==> src/rtl/prefetch_pkg.sv <==
`default_nettype none
// ============================================================================
//  Module   : prefetch_pkg
//  Purpose  : Shared constants and types for the code prefetch queue.
//  Revision : 1.0 - initial release
// ============================================================================
package prefetch_pkg;

    localparam int WINDOW_BYTES    = 16;
    localparam int MAX_INSN_BYTES  = 15;
    localparam int FETCH_BYTES_MAX = 4;

    typedef logic [7:0] code_byte_t;

endpackage
`default_nettype wire

==> src/rtl/prefetch_queue_if.sv <==
`default_nettype none
// ============================================================================
//  Module   : prefetch_queue_if
//  Purpose  : Bus-unit / decoder side signals of the prefetch queue.
//  Revision : 1.0 - initial release
// ============================================================================
interface prefetch_queue_if;
    import prefetch_pkg::*;

    logic        i_flush;
    logic [31:0] i_flush_eip;
    logic        i_fetch_valid;
    logic        o_fetch_ready;
    logic [31:0] i_fetch_data;
    logic [2:0]  i_fetch_count;
    code_byte_t  o_instruction [0:WINDOW_BYTES-1];
    logic [4:0]  o_window_count;
    logic        i_consume_valid;
    logic [4:0]  i_consume_bytes;
    logic        o_consume_error;
    logic [31:0] o_decode_eip;

    modport slave (
        input  i_flush, i_flush_eip, i_fetch_valid, i_fetch_data, i_fetch_count,
        input  i_consume_valid, i_consume_bytes,
        output o_fetch_ready, o_instruction, o_window_count, o_consume_error, o_decode_eip
    );

    modport master (
        output i_flush, i_flush_eip, i_fetch_valid, i_fetch_data, i_fetch_count,
        output i_consume_valid, i_consume_bytes,
        input  o_fetch_ready, o_instruction, o_window_count, o_consume_error, o_decode_eip
    );

endinterface
`default_nettype wire

==> src/rtl/prefetch_queue_window.sv <==
`default_nettype none
// ============================================================================
//  Module   : prefetch_queue_window
//  Purpose  : Rotates the circular byte store by rd_ptr into the 16-byte
//             decoder window, zeroing lanes beyond the valid count.
//  Revision : 1.0 - initial release
// ============================================================================
module prefetch_queue_window
    import prefetch_pkg::*;
#(
    parameter int DEPTH = 32
) (
    input  code_byte_t                 i_mem [DEPTH],
    input  wire logic [$clog2(DEPTH)-1:0] i_rd_ptr,
    input  wire logic [$clog2(DEPTH):0]   i_count,
    output code_byte_t                 o_window [0:WINDOW_BYTES-1],
    output logic [4:0]                 o_window_count
);

    localparam int PTR_W = $clog2(DEPTH);
    localparam int CNT_W = PTR_W + 1;

    // Pointer arithmetic truncates to PTR_W bits, giving the modulo-DEPTH wrap.
    for (genvar i = 0; i < WINDOW_BYTES; i++) begin : g_lane
        logic [PTR_W-1:0] w_idx;
        assign w_idx       = i_rd_ptr + PTR_W'(i);
        assign o_window[i] = (CNT_W'(i) < i_count) ? i_mem[w_idx] : 8'h00;
    end

    assign o_window_count = (i_count >= CNT_W'(WINDOW_BYTES)) ? 5'(WINDOW_BYTES)
                                                                : i_count[4:0];

endmodule
`default_nettype wire

==> src/rtl/prefetch_queue.sv <==
`default_nettype none
// ============================================================================
//  Module   : prefetch_queue
//  Purpose  : Byte-granular code prefetch queue between bus unit and decoder.
//  Revision : 1.0 - initial release
// ============================================================================
module prefetch_queue
    import prefetch_pkg::*;
#(
    parameter int          DEPTH       = 32,
    parameter int          FETCH_BYTES = 4,
    parameter logic [31:0] RESET_EIP   = 32'h0000_FFF0
) (
    input  wire logic        clk,
    input  wire logic        rst,
    prefetch_queue_if.slave  bus
);

    localparam int PTR_W = $clog2(DEPTH);
    localparam int CNT_W = PTR_W + 1;

    code_byte_t       r_mem [DEPTH];
    logic [PTR_W-1:0] r_rd_ptr;
    logic [PTR_W-1:0] r_wr_ptr;
    logic [CNT_W-1:0] r_count;
    logic [31:0]      r_eip;
    logic             r_err;

    logic             w_ready;
    logic             w_wr_fire;
    logic [2:0]       w_wr_n;
    logic             w_consume_ok;
    logic [4:0]       w_rd_n;
    logic [4:0]       w_window_count;

    assign w_ready   = (r_count <= CNT_W'(DEPTH - FETCH_BYTES));
    assign w_wr_fire = bus.i_fetch_valid & w_ready & ~bus.i_flush
                     & (bus.i_fetch_count != 3'd0)
                     & (bus.i_fetch_count <= 3'(FETCH_BYTES));
    assign w_wr_n    = w_wr_fire ? bus.i_fetch_count : 3'd0;

    // Legality uses the pre-write window, so same-cycle writes cannot be consumed.
    assign w_consume_ok = bus.i_consume_valid & ~bus.i_flush
                        & (bus.i_consume_bytes != 5'd0)
                        & (bus.i_consume_bytes <= 5'(MAX_INSN_BYTES))
                        & (bus.i_consume_bytes <= w_window_count);
    assign w_rd_n       = w_consume_ok ? bus.i_consume_bytes : 5'd0;

    always_ff @(posedge clk) begin
        for (int k = 0; k < FETCH_BYTES; k++) begin
            if (3'(k) < w_wr_n) begin
                r_mem[r_wr_ptr + PTR_W'(k)] <= bus.i_fetch_data[8*k +: 8];
            end
        end
    end

    always_ff @(posedge clk or posedge rst) begin
        if (rst) begin
            r_rd_ptr <= '0;
            r_wr_ptr <= '0;
            r_count  <= '0;
            r_eip    <= RESET_EIP;
            r_err    <= 1'b0;
        end else if (bus.i_flush) begin
            r_rd_ptr <= '0;
            r_wr_ptr <= '0;
            r_count  <= '0;
            r_eip    <= bus.i_flush_eip;
            r_err    <= 1'b0;
        end else begin
            r_rd_ptr <= r_rd_ptr + PTR_W'(w_rd_n);
            r_wr_ptr <= r_wr_ptr + PTR_W'(w_wr_n);
            r_count  <= r_count + CNT_W'(w_wr_n) - CNT_W'(w_rd_n);
            r_eip    <= r_eip + 32'(w_rd_n);
            r_err    <= bus.i_consume_valid & ~w_consume_ok;
        end
    end

    prefetch_queue_window #(
        .DEPTH (DEPTH)
    ) u_window (
        .i_mem          (r_mem),
        .i_rd_ptr       (r_rd_ptr),
        .i_count        (r_count),
        .o_window       (bus.o_instruction),
        .o_window_count (w_window_count)
    );

    assign bus.o_fetch_ready   = w_ready;
    assign bus.o_window_count  = w_window_count;
    assign bus.o_consume_error = r_err;
    assign bus.o_decode_eip    = r_eip;

endmodule
`default_nettype wire

==> src/flat_wrapper.sv <==
// flat-port wrapper written by rule: the top's interface ports become plain ports
module prefetch_queue_flat import prefetch_pkg::*;
#(
    parameter int          DEPTH       = 32,
    parameter int          FETCH_BYTES = 4,
    parameter logic [31:0] RESET_EIP   = 32'h0000_FFF0
)
  (clk, rst, bus_i_flush, bus_i_flush_eip, bus_i_fetch_valid, bus_i_fetch_data, bus_i_fetch_count, bus_i_consume_valid, bus_i_consume_bytes, bus_o_fetch_ready, bus_o_instruction, bus_o_window_count, bus_o_consume_error, bus_o_decode_eip);
  prefetch_queue_if bus_i ();
  input  wire logic clk;
  input  wire logic rst;
  input wire logic [$bits(bus_i.i_flush)-1:0] bus_i_flush;
  input wire logic [$bits(bus_i.i_flush_eip)-1:0] bus_i_flush_eip;
  input wire logic [$bits(bus_i.i_fetch_valid)-1:0] bus_i_fetch_valid;
  input wire logic [$bits(bus_i.i_fetch_data)-1:0] bus_i_fetch_data;
  input wire logic [$bits(bus_i.i_fetch_count)-1:0] bus_i_fetch_count;
  input wire logic [$bits(bus_i.i_consume_valid)-1:0] bus_i_consume_valid;
  input wire logic [$bits(bus_i.i_consume_bytes)-1:0] bus_i_consume_bytes;
  output wire logic [$bits(bus_i.o_fetch_ready)-1:0] bus_o_fetch_ready;
  output wire logic [$bits(bus_i.o_instruction)-1:0] bus_o_instruction;
  output wire logic [$bits(bus_i.o_window_count)-1:0] bus_o_window_count;
  output wire logic [$bits(bus_i.o_consume_error)-1:0] bus_o_consume_error;
  output wire logic [$bits(bus_i.o_decode_eip)-1:0] bus_o_decode_eip;
  assign bus_i.i_flush = bus_i_flush;
  assign bus_i.i_flush_eip = bus_i_flush_eip;
  assign bus_i.i_fetch_valid = bus_i_fetch_valid;
  assign bus_i.i_fetch_data = bus_i_fetch_data;
  assign bus_i.i_fetch_count = bus_i_fetch_count;
  assign bus_i.i_consume_valid = bus_i_consume_valid;
  assign bus_i.i_consume_bytes = bus_i_consume_bytes;
  assign bus_o_fetch_ready = bus_i.o_fetch_ready;
  assign bus_o_instruction = {>>{bus_i.o_instruction}};
  assign bus_o_window_count = bus_i.o_window_count;
  assign bus_o_consume_error = bus_i.o_consume_error;
  assign bus_o_decode_eip = bus_i.o_decode_eip;
  prefetch_queue #(.DEPTH(DEPTH), .FETCH_BYTES(FETCH_BYTES), .RESET_EIP(RESET_EIP)) u_core (.clk(clk), .rst(rst), .bus(bus_i));
endmodule
==> config.mk <==
export PLATFORM = sky130hd
export DESIGN_NAME = prefetch_queue_flat
export DESIGN_NICKNAME = d
export VERILOG_FILES = /design/src/rtl/prefetch_pkg.sv /design/src/rtl/prefetch_queue_if.sv /design/src/rtl/prefetch_queue_window.sv /design/src/rtl/prefetch_queue.sv /design/src/flat_wrapper.sv
export SDC_FILE = /design/constraint.sdc
export NUM_CORES = 2
export LEC_CHECK = 0
export BUFFER_PORTS_ARGS = -buffer_cell sky130_fd_sc_hd__buf_2
export CAP_MARGIN = 30
export CORE_ASPECT_RATIO = 1.25
export CORE_UTILIZATION = 54
export CTS_CLUSTER_SIZE = 12
export DETAILED_ROUTE_END_ITERATION = 7
export GPL_TIMING_DRIVEN = 0
export PLACE_DENSITY_LB_ADDON = 0.25
export SLEW_MARGIN = 20
export SYNTH_ARGS = -nofsm -noshare
export SYNTH_HDL_FRONTEND = slang
export SYNTH_SLANG_ARGS = --single-unit
==> constraint.sdc <==
create_clock -name clk -period 4.88 [get_ports clk]
set_input_delay 0.244 -clock clk [delete_from_list [all_inputs] [get_ports clk]]
set_output_delay 0.244 -clock clk [all_outputs]
set_load 0.005 [all_outputs]
==> impl_metrics.csv, run 1 <==
group,metric,value,unit
global_route,grt_first_pass_wirelength,388000,um
die,die_height,284,um
synthesis,synth_top_area_cells,"sky130_fd_sc_hd__mux4_2, sky130_fd_sc_hd__dfxtp_1, sky130_fd_sc_hd__mux2i_1, sky130_fd_sc_hd__nand3_1, sky130_fd_sc_hd__o21ai_0",
placed_design,portBuffers,233,
synthesis,mappedNetlistArea,0.0343,mm^2
die,std_cell_rows,102,
synthesis,postSynthAreaPerCell,8.44,um^2
synthesis,postSynth.topFlopCell,"sky130_fd_sc_hd__dfxtp_1",
synthesis,netlist-cell-type-count,92,
synthesis,ys_ff_latch,305,
global_route,maximum_number_of_pins_on_one_net_before_global_route_repair,50,
placed_design,placedCellCount,5160,
die,initial_utilization,54.9,%
synthesis,synth_sequential_area_ratio,18.6,%
die,die_w,227,um
global_route,first_global_vias,47300,
clock_tree,cts_post_setup_buffers_inserted,0,
status,toolErrorMsg,"[ERROR GRT-0116] Global routing finished with congestion. Check the congestion regions in the DRC Viewer.",
clock_tree,clock_sink_count,305,
synthesis,synth-warning-count,0,
placed_design,dp_hpwl,178000,um
global_route,grt_remaining_overflow,745,
synthesis,synthDominantAreaCellType,"sky130_fd_sc_hd__mux4_2",
clock_tree,h_tree_depth,2,
placed_design,routability_driven_placement_congestion_ratio,1.22,
synthesis,synthDominantCellAreaShare,21.2,%
clock_tree,clk_root_buffer_cell,"sky130_fd_sc_hd__clkbuf_16",
global_route,global_route.usage.total,81.9,%
synthesis,netlist_instances,4059,
status,flow.stopped_at,"5_1_grt",
clock_tree,cts-buffers-inserted,38,
clock_tree,cts_buffer_depth,3,
synthesis,number_of_flops_mapped_to_enable_cells_by_yosys,0,
die,num_io_pins,244,
status,status,"aborted with a tool error",
synthesis,postSynth.asyncResetShare,16.1,%
synthesis,syn-num-nets,4180,
[through the flow]
step           area, um^2  hold WS [ns]  setup slack, ns  setup TNS, ns
2_1_floorplan       34300         0.355            0.737              0
4_1_cts             38700        0.0327           0.0115              0
3_3_place_gp        36500         0.452            -1.55        -110.49
3_5_place_dp        37000         0.371            -1.56        -105.46
[cells by family after synthesis]
group	share of synthesized area, %
simple gates	18.3
compound gates	22.5
mux	30.8
buf+inv	6.04
flops	18.6
xor+xnor	1.93
fa+ha+maj	1.74
other cells	0.0219
[cells in the mapped netlist, types with 27 or more instances]
cell                        count
sky130_fd_sc_hd__nor3_1        53
sky130_fd_sc_hd__nor2_1       294
sky130_fd_sc_hd__nand2_1      404
sky130_fd_sc_hd__a221o_1       31
sky130_fd_sc_hd__inv_1         90
sky130_fd_sc_hd__nand3_1      345
sky130_fd_sc_hd__dfxtp_1      256
sky130_fd_sc_hd__mux2_2       113
sky130_fd_sc_hd__a22oi_1      119
sky130_fd_sc_hd__buf_2         78
sky130_fd_sc_hd__a21oi_1      147
sky130_fd_sc_hd__o22ai_1      104
sky130_fd_sc_hd__dfrtp_1       37
sky130_fd_sc_hd__o211ai_1     134
sky130_fd_sc_hd__o21ai_0      345
sky130_fd_sc_hd__clkbuf_1     260
sky130_fd_sc_hd__ha_1          38
sky130_fd_sc_hd__xnor2_1       50
sky130_fd_sc_hd__mux2i_1      203
sky130_fd_sc_hd__a211oi_1      28
sky130_fd_sc_hd__and3_1        29
sky130_fd_sc_hd__o2111ai_1     47
sky130_fd_sc_hd__buf_1         53
sky130_fd_sc_hd__mux4_2       322
sky130_fd_sc_hd__nand2b_1      27
sky130_fd_sc_hd__nor4_1        30
[repair_timing]
item                       4_1_cts
hold buffers                    33
hold endpoints to repair        69
gates resized for setup         53
setup endpoints to repair      125
[per-layer routing]
metal | overflow | track usage, %
met1 | 3 | 83.5
met2 | 432 | 95.4
met3 | 7 | 69.8
met4 | 303 | 79.9
met5 | 0 | 25.5
==> run 2: changes to the inputs <==
CORE_ASPECT_RATIO = default   (was 1.25)
CORE_UTILIZATION = 39   (was 54)
CTS_CLUSTER_SIZE = default   (was 12)
PLACE_DENSITY_LB_ADDON = 0.15   (was 0.25)
==> impl_metrics.csv, run 2 <==
group,metric,value,unit
clock_tree,clk_root_buffer_cell,"sky130_fd_sc_hd__clkbuf_16",
hold_path,min_delay_worst_endpoint,"u_core.bus.o_consume_error",
routing,post_drt_wl_per_cell,43.7,um
timing,share_of_the_clock_period_used_by_the_worst_path_after_layout,99.2,%
clock_tree,worst_setup_hold_path_clk_slew,0.06,ns
synthesis,most_repeated_cell_in_the_gate_level_netlist_after_synthesis,"sky130_fd_sc_hd__nand2_1",
routing,via_count,41800,
synthesis,number_of_flops_mapped_to_enable_cells_by_yosys,0,
critical_path,worst_r2r_path_depth,12,
synthesis,netlist_instances,4059,
clock_tree,h_tree_depth,2,
clock_tree,tritoncts,"built",
critical_path,timing.reg2reg.setup_slack,0.32,ns
power_and_ir_drop,irDropWorstVdd,340,uV
placed_design,routability_driven_placement_congestion_ratio,1.14,
power_and_ir_drop,power.static_leakage,14.6,nW
placed_design,placedCellCount,5516,
timing,hold_viol_final,0,
finish,most-common-layout-cells,"sky130_fd_sc_hd__nand2_1, sky130_fd_sc_hd__nand3_1, sky130_fd_sc_hd__o21ai_0",
synthesis,synth-warning-count,0,
hold_path,hold_path.class,"in -> reg",
status,status,"complete, no violations",
synthesis,synth_commonest_cells,"sky130_fd_sc_hd__nand2_1, sky130_fd_sc_hd__nand3_1, sky130_fd_sc_hd__o21ai_0",
synthesis,netlist-cell-type-count,92,
synthesis,syn-num-nets,4180,
critical_path,worstReg2RegStart,"u_core.r_count[0]",
finish,final_core_util,45.8,%
timing,whs,0.00733,ns
finish,layout_commonest_cell,"sky130_fd_sc_hd__nand2_1",
timing,slew_viol_final,0,
routing,drtAntennaViolNets,0,
die,std_cell_rows,108,
routing,detail_route.iter0.violations,6737,
critical_path,cp_max_fo,18,
critical_path,timing.setup.critical_path_class,"reg -> out",
clock_tree,cts_buffer_depth,3,
finish,synthToLayoutAreaGrowth,16.0,%
finish,regMostFlops,"u_core.r_mem",
routing,drt_drc_violations_left,0,
synthesis,postSynthAreaPerCell,8.44,um^2
routing,wirelength,247000,um
routing,detailedRoute.firstPassIterationCount,7,
routing,avgViaCountPerCell,7.41,
synthesis,synth_top_area_cells,"sky130_fd_sc_hd__mux4_2, sky130_fd_sc_hd__dfxtp_1, sky130_fd_sc_hd__mux2i_1, sky130_fd_sc_hd__nand3_1, sky130_fd_sc_hd__o21ai_0",
finish,finalNetCount,4572,
clock_tree,clock_sink_count,305,
timing,tns,0,ns
placed_design,portBuffers,233,
synthesis,ys_ff_latch,305,
finish,largest_register_ffs,256,
global_route,grt_first_pass_wirelength,329000,um
die,placeableCoreArea,0.0869,mm^2
die,num_io_pins,244,
placed_design,dp_hpwl,195000,um
synthesis,mappedNetlistArea,0.0343,mm^2
critical_path,end_kind,"primary output",
critical_path,capturing_point_of_the_worst_reg2reg_path,"u_core.r_count[5]",
global_route,grt_remaining_overflow,0,
critical_path,startpoint_type,"flip-flop",
global_route,number_of_antenna_violations_at_the_first_check_in_global_routing,14,
global_route,maximum_number_of_pins_on_one_net_before_global_route_repair,50,
timing,maxSlewHeadroom,18.8,%
die,die_height,298,um
clock_tree,cts-buffers-inserted,37,
global_route,first_global_vias,38300,
timing,max_clock_freq,207,MHz
clock_tree,clk-insertion-delay-late,0.59,ns
timing,setup_viol,0,
timing,final.min_clock_period,4.84,ns
synthesis,postSynth.asyncResetShare,16.1,%
finish,drive_above_1_share,24.2,%
global_route,global_route.usage.total,53.5,%
hold_path,hold-path-cell-count,3,
timing,worstMarginPinSlew,1.22,ns
flow_run,maxCapViolations,0,
power_and_ir_drop,total_power,11.6,mW
power_and_ir_drop,internal_power_component,6.26,mW
synthesis,postSynth.topFlopCell,"sky130_fd_sc_hd__dfxtp_1",
power_and_ir_drop,power.combinational.fraction,45.2,%
finish,n_fill_cell,8804,
timing,rsz_0062_raised_after_global_routing,"false",
power_and_ir_drop,power_switching_share,46.1,%
critical_path,worst-endpoint-required,4.64,ns
die,initial_utilization,39.4,%
synthesis,synthDominantCellAreaShare,21.2,%
timing,finalClockSkew,0.0296,ns
die,die_w,298,um
die,die_area,0.0891,mm^2
power_and_ir_drop,clock_power_share,24.8,%
power_and_ir_drop,power-per-cell-area,292,mW/mm^2
finish,final-instance-count-excl-fill,5642,
power_and_ir_drop,netSwitchingPower,5.36,mW
synthesis,synthDominantAreaCellType,"sky130_fd_sc_hd__mux4_2",
power_and_ir_drop,power.share.sequential,29.9,%
hold_path,hold_crit_start,"bus_i_consume_bytes[4]",
synthesis,synth_sequential_area_ratio,18.6,%
critical_path,crit_arrival,4.59,ns
==> run 2: cell counts after synthesis <==
Identical to the previous run, type by type.
==> run 2: layout make-up <==
| cell class | instances | area, um^2 | area share (%) |
|---|---|---|---|
| Timing Repair Buffer | 358 | 2490 | 6.27 |
| Clock inverter | 13 | 106 | 0.268 |
| Multi-Input combinational cell | 3251 | 26100 | 65.6 |
| Tap cell | 1155 | 1450 | 3.64 |
| Inverter | 95 | 360 | 0.906 |
| Buffer | 403 | 1820 | 4.59 |
| Antenna cell | 9 | 22.5 | 0.0567 |
| Sequential cell | 305 | 6370 | 16.0 |
| Clock buffer | 53 | 1070 | 2.68 |
==> run 2: cell families after synthesis <==
kind of cell | after synthesis | synth area share (%)
buffers and inverters | 503 | 6.04
muxes | 638 | 30.8
adders and majority gates | 44 | 1.74
AOI/OAI and AO/OA | 1165 | 22.5
xor gates and xnor gates | 74 | 1.93
DFF | 305 | 18.6
other | 2 | 0.0219
and+or+nand+nor | 1328 | 18.3
==> run 2: worst max-delay path by stage <==
stage | to | from | slack (ns) | cells after the start
detailed placement | bus_o_instruction[117] | u_core.r_rd_ptr[1] | -1.67 | 14
global placement | bus_o_instruction[112] | u_core.r_rd_ptr[1] | -1.66 | 14
floorplan | u_core.bus.o_decode_eip[26] | u_core.r_count[5] | 0.74 | 18
CTS | bus_o_instruction[34] | u_core.r_rd_ptr[0] | 0.01 | 14
global route | bus_o_instruction[100] | u_core.r_rd_ptr[0] | 0.004 | 13
finish | bus_o_instruction[103] | u_core.r_rd_ptr[0] | 0.04 | 15
==> run 2: through the flow <==
step / worst slack (ns) / cell area [um^2]
floorplan: 0.737 / 34300
global placement: -1.66 / 36900
detailed placement: -1.67 / 37800
CTS: 0.0137 / 39400
global route: 0.00378 / 39700
finish: 0.0413 / 39800
==> run 2: critical path, cell delays in order (launching register included) <==
cell,delay (ns)
sky130_fd_sc_hd__dfrtp_1,0.39
sky130_fd_sc_hd__buf_6,0.24
sky130_fd_sc_hd__buf_6,0.22
sky130_fd_sc_hd__buf_4,0.26
sky130_fd_sc_hd__buf_6,0.25
sky130_fd_sc_hd__inv_1,0.07
sky130_fd_sc_hd__ha_1,0.31
sky130_fd_sc_hd__buf_4,0.26
sky130_fd_sc_hd__buf_4,0.30
sky130_fd_sc_hd__clkbuf_4,0.34
sky130_fd_sc_hd__mux4_2,0.38
sky130_fd_sc_hd__mux2i_1,0.45
sky130_fd_sc_hd__nor2_1,0.08
sky130_fd_sc_hd__a21oi_1,0.15
sky130_fd_sc_hd__o22ai_1,0.11
sky130_fd_sc_hd__buf_2,0.18
==> run 2: power by group through the flow <==
stage | combinational [mW] | sequential [mW] | clock, mW
floorplan | 2.93 | 2.98 | 0
global placement | 4.85 | 3.40 | 0
detailed placement | 4.92 | 3.39 | 0
CTS | 4.98 | 3.34 | 2.84
global route | 5.40 | 3.41 | 2.93
finish | 5.25 | 3.47 | 2.89
==> run 2: metal layers <==
metal / vias to the layer above / track usage [%] / wire, um
li1: 16500 / - / -
met1: 20300 / 63.3 / 86000
met2: 3921 / 72.4 / 96200
met3: 1038 / 23.6 / 37400
met4: 8 / 48.5 / 27000
met5: - / 0.159 / 58
==> run 2: timing repair <==
| item | 4_1_cts | 5_1_grt |
|---|---|---|
| resized for setup | 56 | 30 |
| pin swaps | 0 | 3 |
| setup endpoints to repair | 137 | 106 |
| endpoints found under the hold margin | 68 | 0 |
| hold buffers | 32 | 0 |
| setup buffers | 0 | 5 |
(Power assumes the default switching activity.)
